$ cat src/rtl/reg_bank.sv
// reg_bank: a parametrised peripheral register bank behind a single word-addressed read/write port.
// Each register has one of four modes, selected by the masks:
//   - read/write
//   - read-only, sampling datain
//   - write-1-to-clear sticky event, set by datain pulses
//   - self-clearing pulse
module reg_bank #(
  parameter int unsigned           BW         = 32,
  parameter int unsigned           NREG       = 8,
  parameter int unsigned           AW         = 3,
  parameter logic [NREG-1:0]       RO_MASK    = '0,
  parameter logic [NREG-1:0]       W1C_MASK   = '0,
  parameter logic [NREG-1:0]       PULSE_MASK = '0,
  parameter logic [NREG*BW-1:0]    RST_VAL    = '0
) (
  input  logic                 clk,
  input  logic                 rst_n,
  input  logic [AW-1:0]        addr,
  input  logic [BW-1:0]        wdata,
  input  logic [BW/8-1:0]      wstrb,
  input  logic                 we,
  input  logic                 re,
  output logic [BW-1:0]        rdata,
  output logic                 rvalid,
  output logic                 err,
  input  logic [NREG*BW-1:0]   datain,
  output logic [NREG*BW-1:0]   dataout,
  output logic                 irq
);

  localparam int unsigned NB = BW / 8;

  logic [BW-1:0]   regs_q [NREG];
  logic [BW-1:0]   regs_d [NREG];
  logic [BW-1:0]   bmask;
  logic [NREG-1:0] wr_hit;
  logic [NREG-1:0] is_ro;
  logic [NREG-1:0] is_w1c;
  logic [NREG-1:0] is_pulse;
  logic            addr_ok;
  logic [BW-1:0]   rd_mux;
  logic            w1c_any;

  // Resolve overlapping masks: RO beats W1C beats PULSE beats RW
  always_comb begin
    is_ro    = RO_MASK;
    is_w1c   = W1C_MASK & ~RO_MASK;
    is_pulse = PULSE_MASK & ~W1C_MASK & ~RO_MASK;
  end

  // Expand byte strobes to a bit mask and decode the address
  always_comb begin
    bmask   = '0;
    addr_ok = (32'(addr) < NREG);
    wr_hit  = '0;
    for (int k = 0; k < int'(NB); k++) begin
      bmask[k*8 +: 8] = {8{wstrb[k]}};
    end
    for (int i = 0; i < int'(NREG); i++) begin
      wr_hit[i] = we && addr_ok && (addr == AW'(i));
    end
  end

  // Per-register next-state according to its mode
  always_comb begin
    for (int i = 0; i < int'(NREG); i++) begin
      regs_d[i] = regs_q[i];
      if (is_ro[i]) begin
        regs_d[i] = datain[i*BW +: BW];
      end else if (is_w1c[i]) begin
        // set wins over a same-cycle clear
        regs_d[i] = (regs_q[i] & ~(wr_hit[i] ? (wdata & bmask) : '0)) | datain[i*BW +: BW];
      end else if (is_pulse[i]) begin
        regs_d[i] = wr_hit[i] ? ((RST_VAL[i*BW +: BW] & ~bmask) | (wdata & bmask))
                              : RST_VAL[i*BW +: BW];
      end else if (wr_hit[i]) begin
        regs_d[i] = (regs_q[i] & ~bmask) | (wdata & bmask);
      end
    end
  end

  // Read mux, pending-event OR and the dataout view of the register state
  always_comb begin
    rd_mux  = '0;
    w1c_any = 1'b0;
    dataout = '0;
    for (int i = 0; i < int'(NREG); i++) begin
      if (addr == AW'(i)) rd_mux = regs_q[i];
      if (is_w1c[i]) w1c_any = w1c_any | (|regs_q[i]);
      dataout[i*BW +: BW] = regs_q[i];
    end
  end

  // Register storage
  always_ff @(posedge clk or negedge rst_n) begin
    if (!rst_n) begin
      for (int i = 0; i < int'(NREG); i++) regs_q[i] <= RST_VAL[i*BW +: BW];
    end else begin
      for (int i = 0; i < int'(NREG); i++) regs_q[i] <= regs_d[i];
    end
  end

  // Registered bus response and interrupt; rdata is zero whenever idle
  always_ff @(posedge clk or negedge rst_n) begin
    if (!rst_n) begin
      rdata  <= '0;
      rvalid <= 1'b0;
      err    <= 1'b0;
      irq    <= 1'b0;
    end else begin
      rdata  <= (re && addr_ok) ? rd_mux : '0;
      rvalid <= re;
      err    <= (we || re) && !addr_ok;
      irq    <= w1c_any;
    end
  end

endmodule

$ cat config.mk
export PLATFORM = sky130hd
export DESIGN_NAME = reg_bank
export DESIGN_NICKNAME = d
export VERILOG_FILES = /design/src/rtl/reg_bank.sv
export SDC_FILE = /design/constraint.sdc
export NUM_CORES = 1
export LEC_CHECK = 0
export CORE_AREA = 3 3 227 229
export CTS_BUF_LIST = sky130_fd_sc_hd__clkbuf_4 sky130_fd_sc_hd__clkbuf_8 sky130_fd_sc_hd__clkbuf_16
export CTS_CLUSTER_SIZE = 24
export DETAILED_ROUTE_END_ITERATION = 10
export DIE_AREA = 0 0 230 232
export GPL_TIMING_DRIVEN = 0
export PLACE_DENSITY = 0.6
export SETUP_SLACK_MARGIN = 0.15
export SYNTH_ARGS = -nofsm -noshare
export SYNTH_HDL_FRONTEND = slang
export SYNTH_SLANG_ARGS = --single-unit
$ cat constraint.sdc
create_clock -name clk -period 1.4 [get_ports clk]
set_input_delay 0.28 -clock clk [delete_from_list [all_inputs] [get_ports clk]]
set_output_delay 0.28 -clock clk [all_outputs]
set_load 0.1 [all_outputs]
Word-level counts from Yosys, hierarchy flattened. Index checks and enable logic that the tools add are counted.

Equal/unequal tests: 7. Bitwise operators: 18. Reduce and logical (&&, ||, !) cells: 9. Mux-type cells: 9.

Operator list (number): 32-bit AND (9); 32-bit 2-to-1 mux (9); 32-bit OR (8); 32-bit NOT (1); 3-bit equality test (second input constant) (4); 1-bit logical AND (8); 3-bit by 2-bit equality test with 1-bit output (second input constant) (2); 3-bit by 1-bit equality test with 1-bit output (second input constant) (1); 3-bit logical NOT (1).

Output and inout bits: 291. Input port bits: 299. Flip-flop bits (word level): 289.

Depth between registers and ports, before layout.
Depth in word-level cells: 10. Depth in mapped cells: 7. Gate-level depth less buffers: 4.

Worst setup path before layout. OpenSTA, ideal clock, no wires.

Path type: reg2reg. Start point: register (tool-made name). End point: register rdata[22]. Data arrival time: 1.609 ns. Buffers on the path: 0. Slack: -0.312 ns. Library setup time: 0.104 ns. Clock period less this slack: 1.712 ns. Stages on the path, launching flop included: 4. Cells stage by stage: dfrtp_1 > mux2_2 > o221ai_1 > a221oi_1.

RTL lines: end signal: assignment (RTL line 111) `rdata <= (re && addr_ok) ? rd_mux : '0;`; end: declaration (RTL line 23) `output logic [BW-1:0] rdata,`.

==> impl_metrics.csv <==
group,metric,value,unit
clocking,numCtsBuffers,36,
clocking,cts_tree,"built",
clocking,cts_sinks,289,
clocking,cts_root_buf,"clkbuf_16",
critical_path,path_cells,"buf_12",
critical_path,slowest_stage,"dfrtp_4",
timing,rsz0062_at_grt,"yes",
route,post_drt_wl_per_cell,27.23,um
critical_path,worst_setup_path_start_kind,"register",
timing,period_minus_slack,1.501,ns
pwr,power.total,52.98,mW
pwr,switching_share,46.13,%
floorplanning,pin_count,590,
critical_path,crit_buf_inv,1,
placement,dp_slack,-1.608,ns
floorplanning,initial_core_util,25.96,%
floorplanning,die_w,230,um
timing,tns,-10.35,ns
status,status,"finished, violations left",
timing,relSlewSlack,56.24,%
route,drt_iter0_drc,600,
layout,drive_above_1_share,87.72,%
critical_path,path_delay_family,"flip-flops",
route,first_pass_iters,4,
placement,dp_cells,1884,
critical_path,arrival,1.22,ns
route,antenna_left,0,
pwr,powerDensity,2057,mW/mm^2
pwr,combPwrFrac,57.0,%
timing,fmax,0.6663,GHz
route,drt-total-wl,60960,um
placement,portBuffers,329,
synth,synth_edf_count,0,
floorplanning,rows,82,
synth,async_flop_share,100.0,%
clocking,htree_levels,2,
pwr,clkPwrFrac,17.9,%
pwr,seqPwrFrac,25.1,%
global_routing,grt_usage,21.50,%
critical_path,endpoint_kind,"primary output",
layout,nNetsFinal,1837,
synth,synth_flop_cell,"dfrtp_1",
clocking,cts_buffer_depth,3,
synth,ys_seq_area_share,55.87,%
route,vias,11078,
clocking,worstSkewPairLatency,0.52,ns
floorplanning,die_h,232,um
timing,whs,-0.3655,ns
layout,regArea,0.007805,sq mm
pwr,p_leak,10.89,nW
placement,gp_congestion,0.8148,
worst_hold_path,hold_path_class,"input port to async pin",
pwr,ir_drop,1.319,mV
synth,synth_seq_cells,289,
synth,syn_area_per_cell,14.71,sq um
timing,setup_viol,245,
floorplanning,design.core.area,0.04986,sq mm
floorplanning,die-area,0.05336,sq mm
timing,tightest_slew,0.6565,ns
status,violations,"hold timing, setup timing",
timing,drv_slew,0,
critical_path,cp_max_fo,2,
layout,syn2layout_area_growth,98.95,%
pwr,intPower,28.54,mW
layout,fillers,4038,
layout,finalCoreUtilization,51.64,%
run,maxCapViolations,0,
timing,finalClockSkew,0.008850,ns
synth,yosys_warnings,0,
synth,synth_cell_type_count,42,
pwr,p_switching,24.44,mW
timing,hold_violations,81,
layout,multi_input_area,0.006475,sq mm
clocking,path_clk_slew,0.06,ns
layout,final_cells,2239,
global_routing,globalRouteOverflowTotal,0,
placement,hpwl,37080,um
timing,fin_ws,-0.1009,ns
route,drc_errors,0,
timing,timing.final.crit_share,107.2,%
route,via_per_inst,4.948,
synth,synthesis.area,0.01294,sq mm
global_routing,grt_max_degree,112,
critical_path,cp_slowest_stage_delay,0.51,ns
critical_path,criticalPathCategory,"register to primary output",
global_routing,grt_pass1_vias,12045,
synth,syn_inst,880,
global_routing,antenna_found_initial,7,
critical_path,cp.required,1.12,ns
global_routing,grt_first_pass_wirelength,84290,um
## synth_stat cells, drive strengths merged, types with 5 or more instances
library cell / instances / area (sq um)
nor2: 29 / 389.1
nand3: 7 / 67.57
mux2i: 8 / 80.08
a221oi: 25 / 219.0
clkbuf: 15 / 56.30
buf: 36 / 225.2
o221ai: 51 / 446.7
o22ai: 29 / 181.4
nand2b: 6 / 37.54
nand2: 16 / 70.06
mux2: 306 / 3472
o21ai: 31 / 155.2
mux4: 5 / 112.6
dfrtp: 289 / 7232
## metal layers
| layer | wire length [um] | track usage [%] | up-vias |
|---|---|---|---|
| met5 | 13 | 0 | - |
| met4 | 1781 | 6.645 | 2 |
| met3 | 5817 | 8.231 | 104 |
| met2 | 28160 | 33.95 | 518 |
| met1 | 25190 | 27.28 | 5757 |
| li1 | - | - | 4697 |
## path summary, 6_finish.rpt
check | start | to | slack, ns | cells past startpoint
worst max-delay path | register | dataout[12] | -0.10 | 1
worst min-delay path | rst_n | async pin | -0.37 | 1
worst max register to register | register | rdata[2] | -0.03 | 5
worst min register to register | register | register | 0.57 | 1
max in group asynchronous | rst_n | async pin | 0.44 | 3
min in group clk | re | rvalid | 0.18 | 1
## metrics by stage
step	hold slack, ns	cell area (sq um)
after floorplan	-0.01559	13830
after global placement	0.4918	17960
after detailed placement	0.3074	18020
after CTS	-0.2699	24720
after global routing	-0.3314	25750
final	-0.3655	25750
## logic make-up (layout without fill, tap and decap cells)
family	count (synthesis)	after routing	synth area share [%]
other	1	5	0.02897
and+or+nand+nor	69	69	5.036
AOI/OAI and AO/OA	149	149	8.516
muxes	319	319	28.31
buffers and inverters	53	736	2.233
DFF	289	289	55.87
## timing repair
item	4_1_cts	5_1_grt
buffers inserted	236	50
pin swaps	65	48
gates resized for setup	2742	122
hold endpoints to repair	81	81
endpoints found under the setup margin	681	598
cloned	0	2
## area by class of cell
cell class / count / area share [%]
diodes: 3 / 0.02915
plain buffers: 51 / 2.186
clock buffers: 44 / 3.921
clock inverters: 20 / 0.7774
inverters: 2 / 0.03887
multi-input cells: 539 / 25.14
flip-flops and latches: 289 / 30.31
well taps: 672 / 3.265
repair buffers: 619 / 34.33
## cell usage in the layout (no fill, tap or decap), types with 12 or more instances in the layout
cell / count
nor2_4: 16
o221ai_4: 18
clkbuf_16: 40
nor2_8: 12
buf_6: 90
buf_4: 203
dfrtp_2: 149
o221ai_2: 31
o21ai_0: 27
dfrtp_1: 37
mux2_4: 75
buf_12: 295
mux2_2: 222
o22ai_1: 29
a221oi_2: 23
buf_8: 15
clkdlybuf4s50_1: 32
dfrtp_4: 103
## power by group through the flow
| stage | Combinational [mW] | Clock, mW | Sequential, mW |
|---|---|---|---|
| 2_1_floorplan | 2.89 | 0 | 25.7 |
| 3_3_place_gp | 21.7 | 0 | 12.6 |
| 3_5_place_dp | 21.8 | 0 | 12.6 |
| 4_1_cts | 28.8 | 9.66 | 13.2 |
| 5_1_grt | 30.9 | 10.0 | 13.5 |
| 6_report | 30.2 | 9.51 | 13.3 |
Note: power is estimated with default switching activity, not from simulation.
